### config.mk
export PLATFORM = sky130hd
export DESIGN_NAME = fol_filter_mc_flat
export DESIGN_NICKNAME = d
export VERILOG_FILES = /design/src/rtl/fol_filter_pkg.sv /design/src/rtl/fol_filter_mc_if.sv /design/src/rtl/fol_state_bank.sv /design/src/rtl/fol_filter_mc.sv /design/src/flat_wrapper.sv
export SDC_FILE = /design/constraint.sdc
export NUM_CORES = 2
export LEC_CHECK = 0
export ABC_AREA = 1
export CAP_MARGIN = 20
export CORE_MARGIN = 2
export CORE_UTILIZATION = 34
export DETAILED_ROUTE_END_ITERATION = 16
export MAX_ROUTING_LAYER = met4
export SKIP_LAST_GASP = 1
export SLEW_MARGIN = 10
export SYNTH_ARGS = -nofsm -noshare
export SYNTH_HDL_FRONTEND = slang
export SYNTH_SLANG_ARGS = --single-unit
### constraint.sdc
create_clock -name i_clkp -period 20.3 [get_ports i_clkp]
set_clock_uncertainty 0.05 [all_clocks]
set_input_delay 4.06 -clock i_clkp [delete_from_list [all_inputs] [get_ports i_clkp]]
set_output_delay 4.06 -clock i_clkp [all_outputs]
set_load 0.02 [all_outputs]
### src/rtl/fol_filter_pkg.sv
// Shared widths and helpers for the multichannel first-order low-pass filter.
// State is Q(DW).GB; the difference carries one extra bit and the product is d x a at full width.
package fol_filter_pkg;
   localparam int DW  = 16;
   localparam int CW  = 16;
   localparam int GB  = 8;
   localparam int SW  = DW + GB;
   localparam int DFW = SW + 1;
   localparam int PW  = DW + GB + 1 + CW;

   function automatic logic signed [SW-1:0] align_x(input logic signed [DW-1:0] x);
      return {x, {GB{1'b0}}};
   endfunction
endpackage

### src/rtl/fol_filter_mc_if.sv
// Sample-side handshake bundle of the filter: input transfer, clear and output pulse.
interface fol_filter_mc_if
   import fol_filter_pkg::*;
#(
   parameter int NCH = 4
);
   localparam int CHW = (NCH > 1) ? $clog2(NCH) : 1;

   logic                 i_valid;
   logic                 o_ready;
   logic [CHW-1:0]       i_ch;
   logic signed [DW-1:0] i_x;
   logic [CW-1:0]        i_a;
   logic                 i_bypass;
   logic                 i_clr;
   logic                 o_valid;
   logic [CHW-1:0]       o_ch;
   logic signed [DW-1:0] o_y;

   modport master (
      output i_valid, i_ch, i_x, i_a, i_bypass, i_clr,
      input  o_ready, o_valid, o_ch, o_y
   );

   modport slave (
      input  i_valid, i_ch, i_x, i_a, i_bypass, i_clr,
      output o_ready, o_valid, o_ch, o_y
   );
endinterface

### src/rtl/fol_state_bank.sv
// Per-channel filter state: NCH words with asynchronous read, one write port
// and a global synchronous clear that wins over a write in the same cycle.
module fol_state_bank
   import fol_filter_pkg::*;
#(
   parameter int NCH = 4,
   parameter int CHW = 2
) (
   input  logic                 clk,
   input  logic                 rst,
   input  logic                 clr,
   input  logic                 we,
   input  logic [CHW-1:0]       wa,
   input  logic signed [SW-1:0] wd,
   input  logic [CHW-1:0]       ra,
   output logic signed [SW-1:0] rd
);
   logic signed [SW-1:0] mem_q [NCH];
   logic signed [SW-1:0] mem_d [NCH];

   // Next contents: clear, then write, otherwise hold.
   always_comb begin
      for (int i = 0; i < NCH; i++) begin
         if (clr) begin
            mem_d[i] = '0;
         end else if (we && (wa == CHW'(i))) begin
            mem_d[i] = wd;
         end else begin
            mem_d[i] = mem_q[i];
         end
      end
   end

   // State storage.
   always_ff @(posedge clk or posedge rst) begin
      if (rst) begin
         for (int i = 0; i < NCH; i++) begin
            mem_q[i] <= '0;
         end
      end else begin
         mem_q <= mem_d;
      end
   end

   assign rd = mem_q[ra];
endmodule

### src/rtl/fol_filter_mc.sv
// Time-multiplexed first-order low-pass IIR: NCH channels share one multiplier
// through R0 (input), R1 (difference), R2 (product) and R3 (writeback/output).
module fol_filter_mc
   import fol_filter_pkg::*;
#(
   parameter int NCH = 4
) (
   input logic            i_clkp,
   input logic            i_rstp,
   fol_filter_mc_if.slave bus
);
   localparam int CHW = (NCH > 1) ? $clog2(NCH) : 1;
   localparam logic signed [SW-1:0] RND_HALF = SW'(1'b1) << (GB - 1);

   logic                  ready_s, xfer_s;
   logic                  v0_q, v0_d, v1_q, v1_d, v2_q, v2_d, ov_q, ov_d;
   logic [CHW-1:0]        ch0_q, ch0_d, ch1_q, ch1_d, ch2_q, ch2_d, och_q, och_d;
   logic signed [DW-1:0]  x0_q, x0_d, x1_q, x1_d, x2_q, x2_d, oy_q, oy_d;
   logic [CW-1:0]         a0_q, a0_d, a1_q, a1_d;
   logic                  byp0_q, byp0_d, byp1_q, byp1_d, byp2_q, byp2_d;
   logic signed [DFW-1:0] d1_q, d1_d;
   logic signed [SW-1:0]  s1_q, s1_d, s2_q, s2_d;
   logic signed [PW-1:0]  p2_q, p2_d;
   logic signed [SW-1:0]  rd_s, ax0_s, snew_s, rnd_s;

   fol_state_bank #(.NCH(NCH), .CHW(CHW)) u_bank (
      .clk (i_clkp),
      .rst (i_rstp),
      .clr (bus.i_clr),
      .we  (v2_q),
      .wa  (ch2_q),
      .wd  (snew_s),
      .ra  (ch0_q),
      .rd  (rd_s)
   );

   // A channel already in R0 or R1 has not yet written back, so it may not re-enter.
   always_comb begin
      ready_s = 1'b1;
      if (bus.i_clr) begin
         ready_s = 1'b0;
      end else if (v0_q && (ch0_q == bus.i_ch)) begin
         ready_s = 1'b0;
      end else if (v1_q && (ch1_q == bus.i_ch)) begin
         ready_s = 1'b0;
      end else begin
         ready_s = 1'b1;
      end
   end

   assign xfer_s      = bus.i_valid && ready_s;
   assign bus.o_ready = ready_s;

   // Datapath: the operands are sign/zero-extended to PW, so the low PW bits equal the signed product.
   always_comb begin
      ax0_s = align_x(x0_q);
      d1_d  = {ax0_s[SW-1], ax0_s} - {rd_s[SW-1], rd_s};
      p2_d  = {{CW{d1_q[DFW-1]}}, d1_q} * {{DFW{1'b0}}, a1_q};
      if (byp2_q) begin
         snew_s = align_x(x2_q);
      end else begin
         snew_s = s2_q + SW'(p2_q >>> CW);
      end
      rnd_s = snew_s + RND_HALF;
   end

   // Pipeline next state; clear drops everything in flight, including this cycle's output.
   always_comb begin
      ch0_d  = ch0_q;
      x0_d   = x0_q;
      a0_d   = a0_q;
      byp0_d = byp0_q;
      if (xfer_s) begin
         ch0_d  = bus.i_ch;
         x0_d   = bus.i_x;
         a0_d   = bus.i_a;
         byp0_d = bus.i_bypass;
      end else begin
         ch0_d  = ch0_q;
         x0_d   = x0_q;
         a0_d   = a0_q;
         byp0_d = byp0_q;
      end
      v0_d   = xfer_s;
      v1_d   = v0_q && !bus.i_clr;
      v2_d   = v1_q && !bus.i_clr;
      ov_d   = v2_q && !bus.i_clr;
      ch1_d  = ch0_q;
      x1_d   = x0_q;
      a1_d   = a0_q;
      byp1_d = byp0_q;
      s1_d   = rd_s;
      ch2_d  = ch1_q;
      x2_d   = x1_q;
      byp2_d = byp1_q;
      s2_d   = s1_q;
      och_d  = och_q;
      oy_d   = oy_q;
      if (v2_q && !bus.i_clr) begin
         och_d = ch2_q;
         oy_d  = DW'(rnd_s >>> GB);
      end else begin
         och_d = och_q;
         oy_d  = oy_q;
      end
   end

   // Pipeline and output registers.
   always_ff @(posedge i_clkp or posedge i_rstp) begin
      if (i_rstp) begin
         v0_q   <= 1'b0;
         v1_q   <= 1'b0;
         v2_q   <= 1'b0;
         ov_q   <= 1'b0;
         ch0_q  <= '0;
         ch1_q  <= '0;
         ch2_q  <= '0;
         och_q  <= '0;
         x0_q   <= '0;
         x1_q   <= '0;
         x2_q   <= '0;
         oy_q   <= '0;
         a0_q   <= '0;
         a1_q   <= '0;
         byp0_q <= 1'b0;
         byp1_q <= 1'b0;
         byp2_q <= 1'b0;
         d1_q   <= '0;
         s1_q   <= '0;
         s2_q   <= '0;
         p2_q   <= '0;
      end else begin
         v0_q   <= v0_d;
         v1_q   <= v1_d;
         v2_q   <= v2_d;
         ov_q   <= ov_d;
         ch0_q  <= ch0_d;
         ch1_q  <= ch1_d;
         ch2_q  <= ch2_d;
         och_q  <= och_d;
         x0_q   <= x0_d;
         x1_q   <= x1_d;
         x2_q   <= x2_d;
         oy_q   <= oy_d;
         a0_q   <= a0_d;
         a1_q   <= a1_d;
         byp0_q <= byp0_d;
         byp1_q <= byp1_d;
         byp2_q <= byp2_d;
         d1_q   <= d1_d;
         s1_q   <= s1_d;
         s2_q   <= s2_d;
         p2_q   <= p2_d;
      end
   end

   assign bus.o_valid = ov_q;
   assign bus.o_ch    = och_q;
   assign bus.o_y     = oy_q;
endmodule

### src/flat_wrapper.sv
// flat-port wrapper written by rule: the top's interface ports become plain ports
module fol_filter_mc_flat import fol_filter_pkg::*;
#(
   parameter int NCH = 4
)
  (i_clkp, i_rstp, bus_i_valid, bus_i_ch, bus_i_x, bus_i_a, bus_i_bypass, bus_i_clr, bus_o_ready, bus_o_valid, bus_o_ch, bus_o_y);
  fol_filter_mc_if #(.NCH(NCH)) bus_i ();
  input logic i_clkp;
  input logic i_rstp;
  input wire logic [$bits(bus_i.i_valid)-1:0] bus_i_valid;
  input wire logic [$bits(bus_i.i_ch)-1:0] bus_i_ch;
  input wire logic [$bits(bus_i.i_x)-1:0] bus_i_x;
  input wire logic [$bits(bus_i.i_a)-1:0] bus_i_a;
  input wire logic [$bits(bus_i.i_bypass)-1:0] bus_i_bypass;
  input wire logic [$bits(bus_i.i_clr)-1:0] bus_i_clr;
  output wire logic [$bits(bus_i.o_ready)-1:0] bus_o_ready;
  output wire logic [$bits(bus_i.o_valid)-1:0] bus_o_valid;
  output wire logic [$bits(bus_i.o_ch)-1:0] bus_o_ch;
  output wire logic [$bits(bus_i.o_y)-1:0] bus_o_y;
  assign bus_i.i_valid = bus_i_valid;
  assign bus_i.i_ch = bus_i_ch;
  assign bus_i.i_x = bus_i_x;
  assign bus_i.i_a = bus_i_a;
  assign bus_i.i_bypass = bus_i_bypass;
  assign bus_i.i_clr = bus_i_clr;
  assign bus_o_ready = bus_i.o_ready;
  assign bus_o_valid = bus_i.o_valid;
  assign bus_o_ch = bus_i.o_ch;
  assign bus_o_y = bus_i.o_y;
  fol_filter_mc #(.NCH(NCH)) u_core (.i_clkp(i_clkp), .i_rstp(i_rstp), .bus(bus_i));
endmodule
==> flow_summary.yaml <==
hold_path:
  hp-start: "u_core.s1_q[5]$_DFF_PP0_"
  hold_class: "register to register"
  whs_endpoint: "u_core.s2_q[5]$_DFF_PP0_"
  holdPathStages: 0
setup_path:
  r2r_cells: 20
  path_cells: "clkdlybuf4s50_1, buf_4, inv_1, o211ai_1, inv_1, clkdlybuf4s50_1"
  r2r_start: "u_core.d1_q[10]$_DFF_PP0_"
  rr_endpoint: "u_core.p2_q[38]$_DFF_PP0_"
  critPathMaxStageDelay_ps: 540
  reg2reg_setup_slack_ps: 13620
  criticalPathCategory: "primary input to primary output"
  required_ps: 16190
  cp_slowest_cell: "clkdlybuf4s50_1"
  crit_fanout: 26
  cp-end-kind: "primary output"
  crit_arrival_ps: 5840
  crit_start: "bus_i_clr"
  startpoint_type: "primary input"
routing:
  drt_wl_total_microns: 74600
  m1WireLength_microns: 32600
  dr_wl_met3_microns: 3770
  vias: 21500
  wl_met2_microns: 35800
  firstDrtPassIters: 7
  drc: 0
  wire_per_inst_microns: 16.2
  drt_iter0_markers: 1401
  top_layer: "met4"
  vias_per_cell: 4.68
  antenna_left: 0
clock_tree:
  postCtsSetupRepairBufs: 0
  htree_num_levels: 1
  ctsLongestPathBuffers: 3
  cts_tree: "yes"
  cts.sinks: 303
  root_buffer: "clkbuf_16"
  cts_buffers: 29
  cts_resized: 0
  path_clk_slew_ps: 70
  hold_buffers: 0
  insertion_delay_ps: 600
place:
  io_buffers: 58
  dp.cells: 4546
  hpwlAfterDp_microns: 56100
  gp_congestion: 0.929
floorplan:
  dieWidth_microns: 293
  dieArea_sq_um: 85700
  start_util_pct: 34.4
  coreArea_sq_um: 82400
  die_h_microns: 293
  row_count: 105
  ios: 59
grt:
  grt_pass1_vias: 21700
  grt_max_degree: 87
  grt_usage_pct: 18.4
  antenna_found_initial: 0
  grt_pass1_wl_microns: 120000
  grt-ovfl-total: 0
synth:
  synthCells: 3521
  synth_seq_cells: 303
  synthesis.area_sq_um: 28400
  yosys.area.top_type: "dfrtp_1"
  async_flop_share_pct: 100
  syn_area_per_cell_sq_um: 8.05
  yosysUniqueCellTypes: 52
  yosys_most_used_dff: "dfrtp_1"
  synth.area.top_cells: "dfrtp_1 (27%), fa_1 (27%), nand2_1 (15%), inv_1 (11%), ha_1 (6.0%)"
  yosysWarningCount: 0
  synth.net_count: 4075
  ys_seq_area_share_pct: 26.7
  synth_edf_count: 0
  yosys.area.top_type_share_pct: 26.7
cells_and_area:
  antenna_cells: 0
  most-common-layout-cells: "nand2_1 (1107), inv_1 (806), fa_1 (378)"
  fillerInstances: 8428
  multi_input_area_sq_um: 17100
  area_delta_synth_final_pct: 9.68
  fin_cells: 4602
  seqCellArea_sq_um: 7580
  fin_nets: 4063
  final_common_cell: "nand2_1"
  drive_gt1_share_pct: 5.07
timing:
  tns_ps: 0
  setup_viol: 0
  worstMarginPinSlew_ps: 1120
  hold_viol: 0
  fin_crit_sh_pct: 49.0
  timing.final.max_slew_violations: 0
  fin_crit_ps: 9950
  fmax_mhz: 101
  whs_ps: 295
  grt_setup_unrepaired: "false"
  relSlewSlack_pct: 25.3
flow_run:
  drv_cap: 0
run_status:
  status: "finished, final reports clean"
==> through the flow <==
stage	cell area [sq um]	setup WS, ps	util (%)
floorplan	28400	7820	-
global placement	30000	10310	36.4
detailed placement	30000	10340	36.4
CTS	31100	10330	37.7
global route	31100	10250	37.8
finish	31100	10350	37.8
==> critical path, delay by kind of cell <==
family,cells,cell delay [ps]
AOI/OAI and AO/OA,1,170
buffers and inverters,5,1600
==> registers in the layout, indices dropped and copies added (netlist names), 2 cells and up <==
signal,flops
u_core.bus.o_y,16
u_core.x2_q,16
u_core.s2_q,24
u_core.ch2_q,2
u_core.a1_q,16
u_core.x0_q,16
u_core.d1_q,25
u_core.p2_q,24
u_core.ch1_q,2
u_core.a0_q,16
u_core.bus.o_ch,2
u_core.s1_q,23
u_core.ch0_q,2
u_core.x1_q,16
u_core.u_bank.mem_q,96
==> layout make-up <==
type / instances / share of cell area (%)
timing repair buffer: 98 / 2.96
clock buffer: 36 / 2.61
clock inverter: 18 / 0.776
multi-input combinational: 2258 / 55.1
inverter: 819 / 9.91
tap: 1070 / 4.30
sequential: 303 / 24.4
==> how the worst max path moves through the flow <==
stage	endpoint	cells after the start
after floorplan	u_core.a0_q[0]$_DFFE_PP0P_	1
after global placement	bus_o_ready	7
after detailed placement	bus_o_ready	6
after CTS	bus_o_ready	6
after global routing	bus_o_ready	7
final	bus_o_ready	6
==> kinds of logic after synthesis <==
family                     Yosys count  share of synthesized area (%)
and+or+nand+nor                   1421                           20.3
buffers and inverters              960                           12.9
adders and majority gates          515                           32.7
DFF                                303                           26.7
AOI/OAI and AO/OA                  256                           5.26
xor gates and xnor gates            66                           2.06
==> cells in the mapped netlist, types with 2 or more instances <==
library cell and n:
a21boi_0 2, a21o_1 7, a21oi_1 99, a21oi_2 2
a221oi_1 3, a31oi_1 11, a32oi_1 16, and2_1 2
buf_1 9, buf_2 10, buf_6 3, clkbuf_1 117
clkinv_1 3, dfrtp_1 303, fa_1 378, ha_1 137
inv_1 807, inv_2 9, nand2_1 1107, nand2_2 21
nand3_1 76, nand3_2 6, nand3b_1 4, nand4_1 25
nor2_1 129, nor2_2 11, nor2_4 5, nor3_1 9
nor3_2 2, nor4_1 6, o21a_1 4, o21ai_0 80
o21ai_1 10, o21ai_2 5, o21ai_4 2, o21bai_1 5
o221ai_1 3, o31ai_1 2, or2_2 15, xnor2_1 21
xor2_1 44
==> metal layers <==
| layer | global-route usage, % | vias to the layer above |
|---|---|---|
| met5 | - | - |
| met2 | 30.3 | 585 |
| met4 | 5.70 | 0 |
| met1 | 24.0 | 10500 |
| li1 | - | 10300 |
| met3 | 1.75 | 112 |
Power is not shown: default switching activity piles up to over one toggle a cycle in this logic, so the estimate is an artifact.
